## src/rtl/tdm_demux.sv

```systemverilog
// Serial TDM demultiplexer: routes one stream bit per accepted cycle round-robin
// into four 4-bit channels and publishes the assembled 16-bit frame.
module tdm_demux (
  input  logic        clk,
  input  logic        rst,
  input  logic        in_valid,
  input  logic        in_bit,
  input  logic        frame_start,
  output logic [15:0] frame_out,
  output logic        frame_valid,
  output logic [1:0]  sel_o,
  output logic        busy,
  output logic        sync_err
);

  typedef enum logic {IDLE, RUN} state_t;

  state_t      state_q, state_d;
  logic [3:0]  count_q, count_d;
  logic [15:0] buf_q, buf_d;
  logic [15:0] frame_q, frame_d;
  logic        fv_q, fv_d;
  logic        se_q, se_d;
  logic        accept;
  logic [3:0]  wr_pos;

  // A bit is taken either as the first bit of a new frame or as the next bit of a running one.
  assign accept = in_valid && (frame_start || (state_q == RUN));
  // Stream index i = 4k + c lands at position 4c + k, i.e. the two count halves swapped.
  assign wr_pos = frame_start ? 4'd0 : {count_q[1:0], count_q[3:2]};

  for (genvar gi = 0; gi < 16; gi++) begin : g_buf
    assign buf_d[gi] = (accept && (wr_pos == 4'(gi))) ? in_bit : buf_q[gi];
  end

  always_comb begin
    state_d = state_q;
    count_d = count_q;
    frame_d = frame_q;
    fv_d    = 1'b0;
    se_d    = 1'b0;
    if (in_valid && frame_start) begin
      se_d    = (state_q == RUN);
      state_d = RUN;
      count_d = 4'd1;
    end else if (in_valid && (state_q == RUN)) begin
      if (count_q == 4'd15) begin
        // Final bit is merged straight into the published frame so it appears one clock later.
        frame_d = buf_d;
        fv_d    = 1'b1;
        state_d = IDLE;
        count_d = 4'd0;
      end else begin
        count_d = count_q + 4'd1;
      end
    end
  end

  always_ff @(posedge clk) begin
    if (rst) begin
      state_q <= IDLE;
      count_q <= 4'd0;
      buf_q   <= 16'h0000;
      frame_q <= 16'h0000;
      fv_q    <= 1'b0;
      se_q    <= 1'b0;
    end else begin
      state_q <= state_d;
      count_q <= count_d;
      buf_q   <= buf_d;
      frame_q <= frame_d;
      fv_q    <= fv_d;
      se_q    <= se_d;
    end
  end

  assign frame_out   = frame_q;
  assign frame_valid = fv_q;
  assign sync_err    = se_q;
  assign busy        = (state_q == RUN);
  assign sel_o       = (state_q == RUN) ? count_q[1:0] : 2'd0;

endmodule

```

## config.mk

```make
export PLATFORM = sky130hd
export DESIGN_NAME = tdm_demux
export DESIGN_NICKNAME = d
export VERILOG_FILES = /design/src/rtl/tdm_demux.sv
export SDC_FILE = /design/constraint.sdc
export NUM_CORES = 1
export LEC_CHECK = 0
export ABC_AREA = 1
export BUFFER_PORTS_ARGS = -buffer_cell sky130_fd_sc_hd__clkbuf_2
export CAP_MARGIN = 40
export CELL_PAD_IN_SITES_DETAIL_PLACEMENT = 1
export CELL_PAD_IN_SITES_GLOBAL_PLACEMENT = 2
export CORE_ASPECT_RATIO = 1.25
export CORE_UTILIZATION = 35
export CTS_BUF_LIST = sky130_fd_sc_hd__clkbuf_4 sky130_fd_sc_hd__clkbuf_8
export DETAILED_ROUTE_END_ITERATION = 7
export PLACE_DENSITY = 0.85
export SETUP_SLACK_MARGIN = 0.2
export SYNTH_ARGS = -nofsm -noshare
export SYNTH_HDL_FRONTEND = slang
export SYNTH_SLANG_ARGS = --single-unit
```

## constraint.sdc

```tcl
create_clock -name clk -period 4.2 [get_ports clk]
set_clock_uncertainty 0.1 [all_clocks]
set_input_delay 0 -clock clk [delete_from_list [all_inputs] [get_ports clk]]
set_output_delay 0 -clock clk [all_outputs]
set_load 0.02 [all_outputs]
```

======== After elaboration in Yosys (flattened, before gate mapping) ========
Cells that the tools add are included.
storage, ports and cells
  register bits ........................... 39
  input bits .............................. 5
  output and inout port bits .............. 21
  word-level logic and storage cells ...... 79
operators by class
  add/subtract/negate cells ............... 1
  eq/ne operators ......................... 16
  muxes and demuxes ....................... 25
  bitwise operators ....................... 2
  reduce and logical (&&, ||, !) cells .... 28
operators by type and width
  kind                                            number
  == test 4 bit (second input constant)           9
  two-way mux 1 bit                               22
  logical AND 1 bit                               19
  == test 4 x 3 -> 1 bit (second input constant)  4
  == test 4 x 2 -> 1 bit (second input constant)  2
  two-way mux 4 bit                               2
  adder 4 x 1 -> 4 bit (second input constant)    1
  == test 4 x 1 -> 1 bit (second input constant)  1
  logical NOT 4 bit                               1
  nonzero test 2 bit                              2
  OR reduction 2 bit                              2
  AND reduction 3 bit                             1
  OR reduction 3 bit                              1
  two-way mux 2 bit                               1
  NOT 1 bit                                       2
  AND reduction 2 bit                             1
  logical OR 1 bit                                1

======== Logic depth before layout (Yosys ltp) ========
  depth after elaboration ................. 4
  mapped depth ............................ 8
  mapped depth without buffers ............ 7

======== Least setup slack after synthesis ========
Ideal clock, no wire load.
  path kind ............................... register to register
  start point ............................. register state_q (netlist: busy)
  end point ............................... register frame_q[7] (netlist: frame_out[7])
  library setup time ...................... 114 ps
  data arrival time ....................... 1253 ps
  data required time ...................... 3986 ps
  setup slack ............................. 2734 ps
  cell stages (with the launch flop) ...... 7
  buffers on the path ..................... 1
  clock period less this slack ............ 1466 ps
  cell sequence ........................... dfxtp_1 -> nand2_2 -> nor2_4 -> nand2_4 -> clkbuf_1 -> nand3_1 -> nand2_1
on the way
  longest elaborated chain between the ends .. 4
  elaborated cells on any way between the ends .. 6
  those cells by class .................... mux: 1; reduce/logical: 5
RTL lines
  element                   RTL line  source
  start: declaration        18        state_t state_q, state_d;
  start signal: assignment  68        state_q <= state_d;
  logical OR 1 bit          28        assign accept = in_valid && (frame_start || (state_q == RUN));
  logical AND 1 bit         28
  logical AND 1 bit         33        assign buf_d[gi] = (accept && (wr_pos == 4'(gi))) ? in_bit : buf_q[gi];
  two-way mux 1 bit         33
  end signal: assignment    71        frame_q <= frame_d;
  end: declaration          21        logic [15:0] frame_q, frame_d;
Parallel ways exist; a longest one is shown, timed or not.
A chain may end at the register's enable or synchronous reset.

======== Final worst setup path ========
  start point ............................. register count_q[0]
  end point ............................... register frame_q[14] (netlist: frame_out[14])
on the way
  longest elaborated chain between the ends .. 4
  elaborated cells on any way between the ends .. 6
  those cells by class .................... eq/ne: 2; mux: 2; reduce/logical: 2
RTL lines
  element                   RTL line  source
  start: declaration        19        logic [3:0] count_q, count_d;
  start signal: assignment  69        count_q <= count_d;
  two-way mux 4 bit         30        assign wr_pos = frame_start ? 4'd0 : {count_q[1:0], count_q[3:2]};
  == test 4 bit             33
  logical AND 1 bit         33
  two-way mux 1 bit         33
Parallel ways exist; a longest one is shown, timed or not.

==> summary.txt <==
Final WS setup: 2310 ps
DRC: 0
Post-layout net count: 280
Insertion delay of the later-clocked pin in the worst-skew pair: 290 ps
Initial core utilization: 36.9%
Die area: 0.00536 sq mm
R2r setup slk: 2310 ps
Seq cells post-synth: 39
CTS tree: built
Worst VDD drop: 0.185 mV
Drt total wl: 4550 um
R2R depth: 7
Critical Path AT: 2020 ps
Least-Margin Pin Slew: 645 ps
Core Region: 0.00480 sq mm
Sequential area share after synthesis: 44.0%
Design area: 0.00201 sq mm
Hold EP: busy$_SDFFE_PP0P_
Largest net degree at the start of global routing: 21
Area after DPL: 0.00191 sq mm
Terminus of the critical flop-to-flop path: frame_out[14]$_SDFFE_PP0P_
Mapped cell area: 0.00177 sq mm
Leakage power: 0.937 nW
Max-Cap Viols: 0
ANT nets after route: 0
Synth unique cells: 25
Die H: 81.6 um
WL/cell: 13.6 um
Clock transition at path regs: 80 ps
Total clock sinks: 39
Final core occ: 41.9%
Clock Tree Buf Depth: 2
Cts bufs inserted: 5
Setup Crit Path Kind: reg -> reg
Final slew viol count: 0
Worst slew margin: 56.7%
Yosys warns: 0
Global route total overflow: 0
Gr usage total: 18.9%
Post-synth top area cell: dfxtp_1
CTS Root Cell: clkbuf_8
1st-iter DRT viols: 80
Hold path depth: 3
Post-CTS resize count: 0
Post-Syn Instances: 251
Share of cells above drive strength 1: 16.7%
# hold bufs at CTS: 1
First-pass GRT wire length: 7690 um
Final Wtd Congestion: 0.776
Drt pass-1 iters: 4
Mapped Avg Cell Area: 7.06 sq um
R2R Path Start: count_q[0]$_SDFFE_PP0P_
Required time worst endpoint: 4330 ps
Pwr Density: 335 mW/mm^2
Ys async rst share: 0%
Number of global-route vias before repair: 1645
Critical path peak fanout: 18
Outcome: finished, final reports clean
Startpoint types: flip-flop
FILL cells: 646
Detailed Place HPWL: 3230 um
Top Ports: 26
Antenna cell count: 0
Top FF cell, synth: dfxtp_1
Number of synthesized flops with an enable pin: 0
Top post-synthesis cells by area: dfxtp_1 (44%), nand3_1 (17%), nand2_1 (14%)
Chip width: 65.7 um
Final min period: 1890 ps
Antenna violations before repair: 0
Synth cell count leaders: nand2_1 (67), nand3_1 (61), dfxtp_1 (39)
RSZ-0062 raised after global routing: false
Area share of the largest cell type after synthesis: 44.0%
Endpoints failing setup: 0
Vias per cell: 4.96
HP Class: in -> reg
Row count: 28
Most frequent cell after synthesis: nand2_1
Fin Hold WS: 23.1 ps
DP Worst Slack: 2300 ps
Achievable Freq: 0.530 GHz
# H-tree levels: 2
Via count: 1663
Synth-to-layout area growth: 13.4%
Hold_sp: frame_start
Setup_tns: 0 ps
CP endpoint kind: flip-flop
Final Cycle Share: 45.0%
Port bufs: 25
Net count after synthesis: 257
Final Hold Viols: 0
Post-CTS Setup Bufs: 0
## stage by stage
stage               power [mW]  std cells
global route             0.703        335
detailed placement       0.423        326
floorplan                0.412        251
finish                   0.673        335
CTS                      0.683        335
global placement         0.422        326
## routing by layer
metal  vias up  global-route usage, %  routed length, um
met1       779                   22.5               2060
li1        850                      -                  -
met4         0                   6.09                 71
met2        25                   34.0               2310
met5         -                      0                  0
met3         9                   3.33                102
## worst max path at each step
stage	startpoint	endpoint	slack (ps)	cells past startpoint
global placement	count_q[0]$_SDFFE_PP0P_	frame_out[11]$_SDFFE_PP0P_	2400	7
global route	count_q[1]$_SDFFE_PP0P_	frame_out[5]$_SDFFE_PP0P_	2150	7
finish	count_q[0]$_SDFFE_PP0P_	frame_out[14]$_SDFFE_PP0P_	2310	7
floorplan	busy$_SDFFE_PP0P_	frame_out[7]$_SDFFE_PP0P_	2730	6
CTS	count_q[1]$_SDFFE_PP0P_	frame_out[14]$_SDFFE_PP0P_	2290	7
detailed placement	count_q[1]$_SDFFE_PP0P_	frame_out[13]$_SDFFE_PP0P_	2300	7
## worst max-delay path: stages (launching register included)
cell and delay, ps:
dfxtp_1 530, ha_1 280, nand3_2 130, nor2_4 130, nand2_4 170, nor2_8 280
nand3_1 120, nand2_1 70
## cell type report
cell class,instances,area [sq um],share of cell area (%)
Inverter,27,101,5.04
Sequential cell,39,781,38.8
Multi-Input combinational cell,175,830,41.3
Clock inverter,1,5.00,0.249
Clock buffer,7,83.8,4.17
Tap cell,60,75.1,3.73
Timing Repair Buffer,26,135,6.72
## logic make-up after synthesis
family,after synthesis,synth area share (%)
DFF,39,44.0
adders and majority gates,1,0.706
and+or+nand+nor,165,43.0
AOI/OAI and AO/OA,9,3.03
buffers and inverters,37,9.17
## state kept, by name (all words and copies together), names as in the netlist
signal and flops:
frame_out 16, busy 1, frame_valid 1, count_q 4
buf_q 16, sync_err 1
## report_power, final
group | internal, mW | switching (mW) | total, mW
sequential | 0.373 | 0.00416 | 0.377
clock | 0.130 | 0.129 | 0.258
combinational | 0.00827 | 0.0295 | 0.0378
## cell usage in the layout, fill, tap and decap left out, types with 2 or more instances in the layout
cell type	Yosys	routed
nand3_1	61	61
nand2_1	67	67
dfxtp_1	39	39
o21ai_2	2	2
nand4_1	4	4
inv_1	24	24
a21oi_1	3	3
clkbuf_2	0	25
inv_2	2	2
clkbuf_8	0	5
nor2_2	2	2
nand2_2	2	2
o21ai_0	3	3
clkbuf_4	0	2
nor2_1	21	21
nor3_1	3	3
Note: power is estimated with default switching activity, not from simulation.
